### src/rtl/params_pkg.sv
// Shared types and constants for the memory request arbiter slice.
// Optional watchdog support is controlled by the MEM_ARB_TIMEOUT_EN macro
// (used by mem_port_tracker and mem_req_arbiter).
package params_pkg;

    // Byte address width of the memory interface.
    localparam int ADDR_WIDTH = 32;

    // Memory cycles from a request being sampled to data_valid.
    localparam int MEM_LATENCY = 10;

    // Access size encoding understood by the memory.
    typedef enum logic [2:0] {
        SIZE_BYTE  = 3'd0,
        SIZE_HALF  = 3'd1,
        SIZE_WORD  = 3'd2,
        SIZE_DWORD = 3'd3,
        SIZE_LINE  = 3'd4
    } access_size_t;

    // Fetch requests always move a whole line.
    localparam access_size_t LINE_ACCESS = SIZE_LINE;

    // Per-port read tracking state.
    typedef enum logic {
        IDLE      = 1'b0,
        WAIT_RESP = 1'b1
    } arb_state_t;

endpackage

### src/rtl/mem_port_tracker.sv
// Per-port read tracker: IDLE/WAIT_RESP state, response capture, and a
// filter that drops responses arriving while no read is outstanding.
// With MEM_ARB_TIMEOUT_EN defined, a watchdog abandons a read that has
// waited TIMEOUT_CYCLES and reports it through the timeout output.
module mem_port_tracker
    import params_pkg::*;
#(
    parameter int DATA_WIDTH = 128
`ifdef MEM_ARB_TIMEOUT_EN
    ,
    parameter int TIMEOUT_CYCLES = 32
`endif
) (
    input  logic                  clk,
    input  logic                  rst,
    input  logic                  rd_accept,
    input  logic                  rsp_hit,
    input  logic [DATA_WIDTH-1:0] rsp_data,
    output logic                  idle,
    output logic                  resp_valid,
`ifdef MEM_ARB_TIMEOUT_EN
    output logic                  timeout,
`endif
    output logic [DATA_WIDTH-1:0] resp_data
);

    arb_state_t state;
    logic       expire;

    assign idle = (state == IDLE);

`ifdef MEM_ARB_TIMEOUT_EN
    localparam int CW = $clog2(TIMEOUT_CYCLES + 1);

    logic [CW-1:0] wait_cnt;

    // A response arriving in the final cycle still wins over the watchdog.
    assign expire  = (state == WAIT_RESP) && !rsp_hit &&
                     (wait_cnt == CW'(TIMEOUT_CYCLES - 1));
    assign timeout = expire;

    // Count cycles spent waiting; restart from zero on every new wait.
    always_ff @(posedge clk) begin
        if (rst) begin
            wait_cnt <= '0;
        end else if (state == WAIT_RESP) begin
            wait_cnt <= wait_cnt + CW'(1);
        end else begin
            wait_cnt <= '0;
        end
    end
`else
    assign expire = 1'b0;
`endif

    // Port FSM with registered response outputs; responses seen in IDLE are discarded.
    always_ff @(posedge clk) begin
        if (rst) begin
            state      <= IDLE;
            resp_valid <= 1'b0;
            resp_data  <= '0;
        end else begin
            resp_valid <= 1'b0;
            case (state)
                IDLE: begin
                    if (rd_accept) begin
                        state <= WAIT_RESP;
                    end else begin
                        state <= IDLE;
                    end
                end
                WAIT_RESP: begin
                    if (rsp_hit) begin
                        state      <= IDLE;
                        resp_valid <= 1'b1;
                        resp_data  <= rsp_data;
                    end else if (expire) begin
                        state <= IDLE;
                    end else begin
                        state <= WAIT_RESP;
                    end
                end
                default: begin
                    state <= IDLE;
                end
            endcase
        end
    end

endmodule

### src/rtl/mem_req_arbiter.sv
// Initiator-side front end for the fixed-latency pipelined memory.
// Round-robin arbitration between the fetch port (read-only) and the data
// port, registered memory-side request outputs, and tag-based routing of
// returning lines. Define MEM_ARB_TIMEOUT_EN to enable the per-port
// read watchdog and the sticky timeout_err_o flag.
module mem_req_arbiter #(
    parameter int ADDR_WIDTH     = params_pkg::ADDR_WIDTH,
    parameter int DATA_WIDTH     = 128,
    parameter int MEM_LATENCY    = params_pkg::MEM_LATENCY,
    parameter int TIMEOUT_CYCLES = 32
) (
    input  logic                     clk_i,
    input  logic                     rst_i,
    input  logic                     if_req_valid_i,
    output logic                     if_req_ready_o,
    input  logic [ADDR_WIDTH-1:0]    if_req_addr_i,
    output logic                     if_resp_valid_o,
    output logic [DATA_WIDTH-1:0]    if_resp_data_o,
    input  logic                     dc_req_valid_i,
    output logic                     dc_req_ready_o,
    input  logic                     dc_req_wr_i,
    input  logic [ADDR_WIDTH-1:0]    dc_req_addr_i,
    input  params_pkg::access_size_t dc_req_size_i,
    input  logic [DATA_WIDTH-1:0]    dc_req_wdata_i,
    output logic                     dc_resp_valid_o,
    output logic [DATA_WIDTH-1:0]    dc_resp_data_o,
    output logic                     rd_req_valid_o,
    output logic                     wr_req_valid_o,
    output logic                     req_is_instr_o,
    output logic [ADDR_WIDTH-1:0]    address_o,
    output logic [DATA_WIDTH-1:0]    wr_data_o,
    output params_pkg::access_size_t access_size_o,
    input  logic                     data_valid_i,
    input  logic                     data_is_instr_i,
    input  logic [DATA_WIDTH-1:0]    data_i,
    output logic                     timeout_err_o
);

    import params_pkg::*;

    // The watchdog must never fire on a healthy read.
    if (TIMEOUT_CYCLES <= MEM_LATENCY + 2) begin : g_bad_timeout
        $error("TIMEOUT_CYCLES must exceed MEM_LATENCY+2");
    end

    logic if_idle;
    logic dc_idle;
    logic if_elig;
    logic dc_elig;
    logic grant_if;
    logic grant_dc;
    logic favor_dc;
    logic if_hit;
    logic dc_hit;
`ifdef MEM_ARB_TIMEOUT_EN
    logic if_to;
    logic dc_to;
`endif

    // Nothing is accepted while reset is held, so no handshake is lost to it.
    assign if_elig = if_req_valid_i & if_idle & ~rst_i;
    assign dc_elig = dc_req_valid_i & dc_idle & ~rst_i;

    // Round-robin choice between the eligible ports.
    always_comb begin
        grant_if = 1'b0;
        grant_dc = 1'b0;
        if (if_elig && dc_elig) begin
            if (favor_dc) begin
                grant_dc = 1'b1;
            end else begin
                grant_if = 1'b1;
            end
        end else if (dc_elig) begin
            grant_dc = 1'b1;
        end else if (if_elig) begin
            grant_if = 1'b1;
        end else begin
            grant_if = 1'b0;
            grant_dc = 1'b0;
        end
    end

    assign if_req_ready_o = grant_if;
    assign dc_req_ready_o = grant_dc;

    // Register the granted request toward memory and flip the priority pointer.
    always_ff @(posedge clk_i) begin
        if (rst_i) begin
            favor_dc       <= 1'b1;
            rd_req_valid_o <= 1'b0;
            wr_req_valid_o <= 1'b0;
            req_is_instr_o <= 1'b0;
            address_o      <= '0;
            wr_data_o      <= '0;
            access_size_o  <= SIZE_BYTE;
        end else if (grant_if) begin
            favor_dc       <= 1'b1;
            rd_req_valid_o <= 1'b1;
            wr_req_valid_o <= 1'b0;
            req_is_instr_o <= 1'b1;
            address_o      <= if_req_addr_i;
            access_size_o  <= LINE_ACCESS;
        end else if (grant_dc) begin
            favor_dc       <= 1'b0;
            rd_req_valid_o <= ~dc_req_wr_i;
            wr_req_valid_o <= dc_req_wr_i;
            req_is_instr_o <= 1'b0;
            address_o      <= dc_req_addr_i;
            wr_data_o      <= dc_req_wdata_i;
            access_size_o  <= dc_req_size_i;
        end else begin
            rd_req_valid_o <= 1'b0;
            wr_req_valid_o <= 1'b0;
        end
    end

    // Route each returning line by its tag.
    assign if_hit = data_valid_i &  data_is_instr_i;
    assign dc_hit = data_valid_i & ~data_is_instr_i;

    mem_port_tracker #(
        .DATA_WIDTH     (DATA_WIDTH)
`ifdef MEM_ARB_TIMEOUT_EN
        ,
        .TIMEOUT_CYCLES (TIMEOUT_CYCLES)
`endif
    ) u_if_trk (
        .clk        (clk_i),
        .rst        (rst_i),
        .rd_accept  (grant_if),
        .rsp_hit    (if_hit),
        .rsp_data   (data_i),
        .idle       (if_idle),
        .resp_valid (if_resp_valid_o),
`ifdef MEM_ARB_TIMEOUT_EN
        .timeout    (if_to),
`endif
        .resp_data  (if_resp_data_o)
    );

    mem_port_tracker #(
        .DATA_WIDTH     (DATA_WIDTH)
`ifdef MEM_ARB_TIMEOUT_EN
        ,
        .TIMEOUT_CYCLES (TIMEOUT_CYCLES)
`endif
    ) u_dc_trk (
        .clk        (clk_i),
        .rst        (rst_i),
        .rd_accept  (grant_dc & ~dc_req_wr_i),
        .rsp_hit    (dc_hit),
        .rsp_data   (data_i),
        .idle       (dc_idle),
        .resp_valid (dc_resp_valid_o),
`ifdef MEM_ARB_TIMEOUT_EN
        .timeout    (dc_to),
`endif
        .resp_data  (dc_resp_data_o)
    );

`ifdef MEM_ARB_TIMEOUT_EN
    // Sticky watchdog flag, cleared only by reset.
    always_ff @(posedge clk_i) begin
        if (rst_i) begin
            timeout_err_o <= 1'b0;
        end else if (if_to || dc_to) begin
            timeout_err_o <= 1'b1;
        end else begin
            timeout_err_o <= timeout_err_o;
        end
    end
`else
    assign timeout_err_o = 1'b0;
`endif

endmodule

### config.mk
export PLATFORM = sky130hd
export DESIGN_NAME = mem_req_arbiter
export DESIGN_NICKNAME = d
export VERILOG_FILES = /design/src/rtl/params_pkg.sv /design/src/rtl/mem_port_tracker.sv /design/src/rtl/mem_req_arbiter.sv
export SDC_FILE = /design/constraint.sdc
export NUM_CORES = 1
export LEC_CHECK = 0
export ABC_AREA = 1
export CORE_AREA = 2 2 294 296
export CTS_CLUSTER_SIZE = 25
export DETAILED_ROUTE_END_ITERATION = 10
export DIE_AREA = 0 0 296 298
export PLACE_DENSITY = 0.45
export SLEW_MARGIN = 20
export SYNTH_ARGS = -nofsm -noshare
export SYNTH_HDL_FRONTEND = slang
export SYNTH_SLANG_ARGS = --single-unit
### constraint.sdc
create_clock -name clk_i -period 1.7 [get_ports clk_i]
set_input_delay 0.255 -clock clk_i [delete_from_list [all_inputs] [get_ports clk_i]]
set_output_delay 0.255 -clock clk_i [all_outputs]
set_load 0.05 [all_outputs]
**Yosys cells after proc, flatten, opt, wreduce, memory -nomap -nowiden**

Index checks and enable logic that the tools add are counted.

- Flip-flop bits (word level): 427
- Output and inout port bits: 427
- Word-level logic and storage cells: 60

- Mux-type cells: 23
- Bitwise logic cells: 14
- Reductions and logical operators: 9

Operators by type and width:

| kind | number |
|---|---|
| $mux W32 | 2 |
| $mux W1 | 17 |
| $and A1 B1 Y1 | 7 |
| $not A1 Y1 | 7 |
| $mux W3 | 2 |
| $reduce_and A2 Y1 | 3 |
| $reduce_or A2 Y1 | 3 |
| $pmux W1 S2 | 2 |
| $reduce_or A3 Y1 | 1 |
| $reduce_bool A2 Y1 | 1 |
| $logic_and A1 B1 Y1 | 1 |

**Depth between registers and ports, before layout**

- Depth after elaboration: 8
- Gate-level depth with buffers: 9

**Hierarchy**

A second synthesis with hierarchy kept.

- Cell total of the unflattened synthesis: 2065
- Area, all modules: 16509.6 um2

Modules (own cells, without submodules):

| module | times used | cells each | area each (um2) | sequential area each (um2) |
|---|---|---|---|---|
| mem_port_tracker | 2 | 592 | 5021.1 | 2602.5 |
| mem_req_arbiter | 1 | 881 | 6467.5 | 3343.2 |

**Least setup slack after synthesis**

OpenSTA, ideal clock, no wires.

- Path type: input to output
- Start: input port rst_i
- End: output port if_req_ready_o
- Arrival time: 1.189 ns
- Path slack: 0.256 ns
- Stages on the path: 8
- Cells stage by stage: inv_2 -> buf_6 -> nand3_4 -> inv_2 -> nand2_2 -> buf_6 -> buf_6 -> inv_1

- Word-level cells in the longest chain between the ends: 5

Ends and longest elaborated chain:

| what | line | source |
|---|---|---|
| from (decl) | mem_req_arbiter.sv:13 | `input logic rst_i,` |
| $not A1 Y1 * | mem_req_arbiter.sv:61, mem_req_arbiter.sv:62 |  |
| $and A1 B1 Y1 | mem_req_arbiter.sv:61 | `assign if_elig = if_req_valid_i & if_idle & ~rst_i;` |
| $mux W1 | mem_req_arbiter.sv:76 | `end else if (if_elig) begin` |
| $mux W1 | mem_req_arbiter.sv:74 | `end else if (dc_elig) begin` |
| $mux W1 * | mem_req_arbiter.sv:68 | `if (if_elig && dc_elig) begin` |
| to (decl) | mem_req_arbiter.sv:15 | `output logic if_req_ready_o,` |

Every way passes the cells marked *; elsewhere a longest branch is shown, timed or not.

**Worst setup path in the final report**

- Start: register u_if_trk.state
- End: output port dc_req_ready_o

- Word-level cells in the longest chain between the ends: 5

Ends and longest elaborated chain:

| what | line | source |
|---|---|---|
| from (decl) | mem_port_tracker.sv:27 | `arb_state_t state;` |
| from (signal assigned) | mem_port_tracker.sv:59 | `state <= IDLE;` |
| from (signal assigned) | mem_port_tracker.sv:67 | `state <= WAIT_RESP;` |
| from (signal assigned) | mem_port_tracker.sv:69 | `state <= IDLE;` |
| $not A1 Y1 (no line) | -- |  |
| $and A1 B1 Y1 (2 in series) | mem_req_arbiter.sv:61 |  |
| $logic_and A1 B1 Y1 | mem_req_arbiter.sv:68 |  |
| $mux W1 | mem_req_arbiter.sv:68 |  |
| to (decl) | mem_req_arbiter.sv:20 | `output logic dc_req_ready_o,` |

No other way between the ends.

==> results by group <==
Synth
  – Unique masters post-synth: 21
  – Top post-synthesis cells by area: dfxtp_1, o21ai_0, nand3_1, nor2_1, inv_1
  – Area leader, netlist: dfxtp_1
  – Synthesized flop and latch total: about 430
  – Area share of the largest cell type after synthesis: 58.10%
  – Syn_area_per_cell: ~8.3 um^2
  – Cell Area, Synth: 0.01471 mm^2
  – Syn Nets: 2104
  – Post-synthesis sequential area ratio: roughly 58%
  – Post-synthesis instance total: 1774
  – Number of synthesis warnings: 0

STA
  – Max Slew Vio Count: 0
  – Layout Skew: 0.02615 ns
  – Final Critical Period: ~1.8 ns
  – Final WS setup: -0.05352 ns
  – Final setup fails: 2
  – RSZ-0062 raised after global routing: true
  – Final worst-path cycle share: 103.1%
  – Final Hold Vio Count: 0
  – Fmax: roughly 0.57 GHz
  – Setup TNS: -0.1060 ns

Clocking
  – Clk root buf: clkbuf_16
  – H-tree levels: 2
  – Clock latency at the later pin of the worst-skew pair: slightly above 0.6 ns
  – Clk sink count: around 430
  – Clock-pin slew on the worst setup and hold paths: approximately 0.070 ns
  – CTS tree: built
  – CTS Buffer Depth: 3
  – CTS Hold Bufs: 0
  – Num CTS Buffers: 53

Worst setup path
  – Crit end category: output pin
  – Worst-path fanout max: 2
  – Top delay family on crit path: flip-flops
  – Crit path kind: reg -> out
  – Startpoint types: flip-flop
  – WP data required: roughly 1.4 ns
  – Buf/Inv on CP: 3
  – Cell Chain, Critical Path: inv_4, nand2_4, o21ai_4, clkinv_8, buf_12
  – Slowest CP cell: dfxtp_2
  – Critical Path AT: around 1.5 ns
  – CP max stage delay: around 0.33 ns

Pwr
  – Clk pwr share: between 40 and 50%
  – Reg power frac: approximately 40%
  – Internal power: 19.43 mW
  – Power density over the cells: between 1000 and 1500 mW/mm^2
  – NetSw: ~7.6 mW
  – Leak: 10.90 nW
  – Maximum VDD drop: 913.5 uV
  – Gate power share: roughly 17%
  – Switching share of power: between 20% and 30%

Layout
  – Layout cells sized above 1: approximately 25%
  – Layout area overhead: 71.82%
  – Layout Nets: ~2900
  – Most common cell after layout, fill and taps aside: buf_4
  – Post-route cell area: approximately 0.025 mm^2
  – Cell Count, Final, Fillers Out: between 3000 and 4000
  – Commonest non-fill, non-tap cells in the layout: buf_4, dfxtp_1, o21ai_0

Global routing
  – Global-route wire length before repair: 98110 um
  – Total GRT Usage: about 15%
  – GRT Residual Overflow: 0
  – Antenna violations before repair: 10
  – Vias in the first global route: between 15000 and 20000
  – Largest net degree at the start of global routing: 67

Placement
  – Placed cells: between 3000 and 4000
  – Detailed placer's ending HPWL: around 51000 um
  – Placed Area: about 0.023 mm^2
  – Number of port buffers: roughly 760
  – Placer Congestion: roughly 0.84

Run status
  – Violated checks: negative setup slack
  – Outcome: finished with violations

Route
  – First DRT Iteration DRCs: 675
  – DRT Pass-1 Iters: 6
  – Remaining antenna violation count after routing: 0
  – Vias per cell: 4.081
  – DRC violations left: 0
  – Wirelength, routed: between 60000 and 70000 um
  – Via count: about 15000
  – Wire length per cell: 18.32 um

Floorplan
  – IO Pins: 757
  – Die area: 0.08821 mm^2
  – Die W: 296 um
  – Core Area: 0.08488 mm^2
  – Site row count: between 100 and 150
  – Starting Density: 17.33%
  – Die height: between 200 and 300 um

Run
  – Total of max-cap violations: 0

Hold path
  – Hold crit path type: in -> reg
[metal layers]
metal	wire length [um]	share of wire, %	vias to the layer above	global-route usage (%)
met5	38	0.056	-	0
met3	4996	7.3	97	4.140
met4	1511	2.2	6	4.666
met1	26930	39	7195	16.32
met2	34980	51	505	26.20
li1	-	-	7444	-
[final timing paths]
check / startpoint / slack (ns) / to / cells past startpoint
max: u_if_trk.state / -0.05 / dc_req_ready_o / 5
min: data_i[75] / 0.22 / u_if_trk.resp_data[75] / 3
max reg2reg: u_if_trk.state / 0.05 / address_o[6] / 9
min reg2reg: access_size_o[0] / 0.47 / access_size_o[0] / 2
[cell usage after synthesis (all sizes together)]
| library cell | count |
|---|---|
| nand3 | 262 |
| inv | 139 |
| nand4 | 2 |
| nand2 | 46 |
| conb | 1 |
| a21oi | 36 |
| buf | 69 |
| clkbuf | 77 |
| dfxtp | 427 |
| o211ai | 3 |
| nor2 | 262 |
| o21ai | 450 |
[timing repair]
action	4_1_cts	5_1_grt
resized for setup	26	66
gates cloned	0	6
pin swaps	2	5
setup endpoints to repair	2	157
buffers inserted	9	8
[state kept, by name (all words and copies together), names as in the netlist, 3 cells and up]
| signal | cells |
|---|---|
| wr_data_o | 128 |
| address_o | 32 |
| access_size_o | 3 |
| u_if_trk.resp_data | 128 |
| u_dc_trk.resp_data | 128 |
[stage by stage]
stage               utilization (%)  worst slack [ns]  total power [mW]  hold WS [ns]
finish                        29.78          -0.05352             27.05        0.2211
global route                  29.78           -0.1428             28.18        0.2040
CTS                           29.43           -0.1648             27.42        0.1712
detailed placement            27.13           -0.2499             15.26        0.4672
floorplan                         -            0.2555             13.20        0.3274
global placement              27.13           -0.1886             15.25        0.4599
[worst min-delay path: stages]
cell and delay, ns:
clkdlybuf4s50_1 0.39, inv_1 0.06, o21ai_0 0.07
[power by group through the flow]
stage	logic [mW]	clock network (mW)	registers [mW]
2_1_floorplan	0.926	0	12.3
3_3_place_gp	4.37	0	10.9
3_5_place_dp	4.38	0	10.9
4_1_cts	4.43	12.3	10.7
5_1_grt	4.78	12.7	10.7
6_report	4.51	11.9	10.7
[kinds of logic after synthesis]
logic type / after synthesis / share of synthesized area (%)
other: 1 / 0.02549
AND/OR/NAND/NOR: 572 / 17.03
buffers and inverters: 285 / 8.087
AO/OA/AOI/OAI: 489 / 16.76
flip-flops: 427 / 58.10
[layout make-up]
cell class | instances | area (um^2)
inverters | 139 | 546.8
clock inverters | 14 | 212.7
clock buffers | 85 | 1648
well taps | 1144 | 1431
flip-flops and latches | 427 | 8552
multi-input cells | 1062 | 5065
fillers | 9136 | 59600
diodes | 8 | 20.02
repair buffers | 857 | 7804
(Power assumes the default switching activity.)
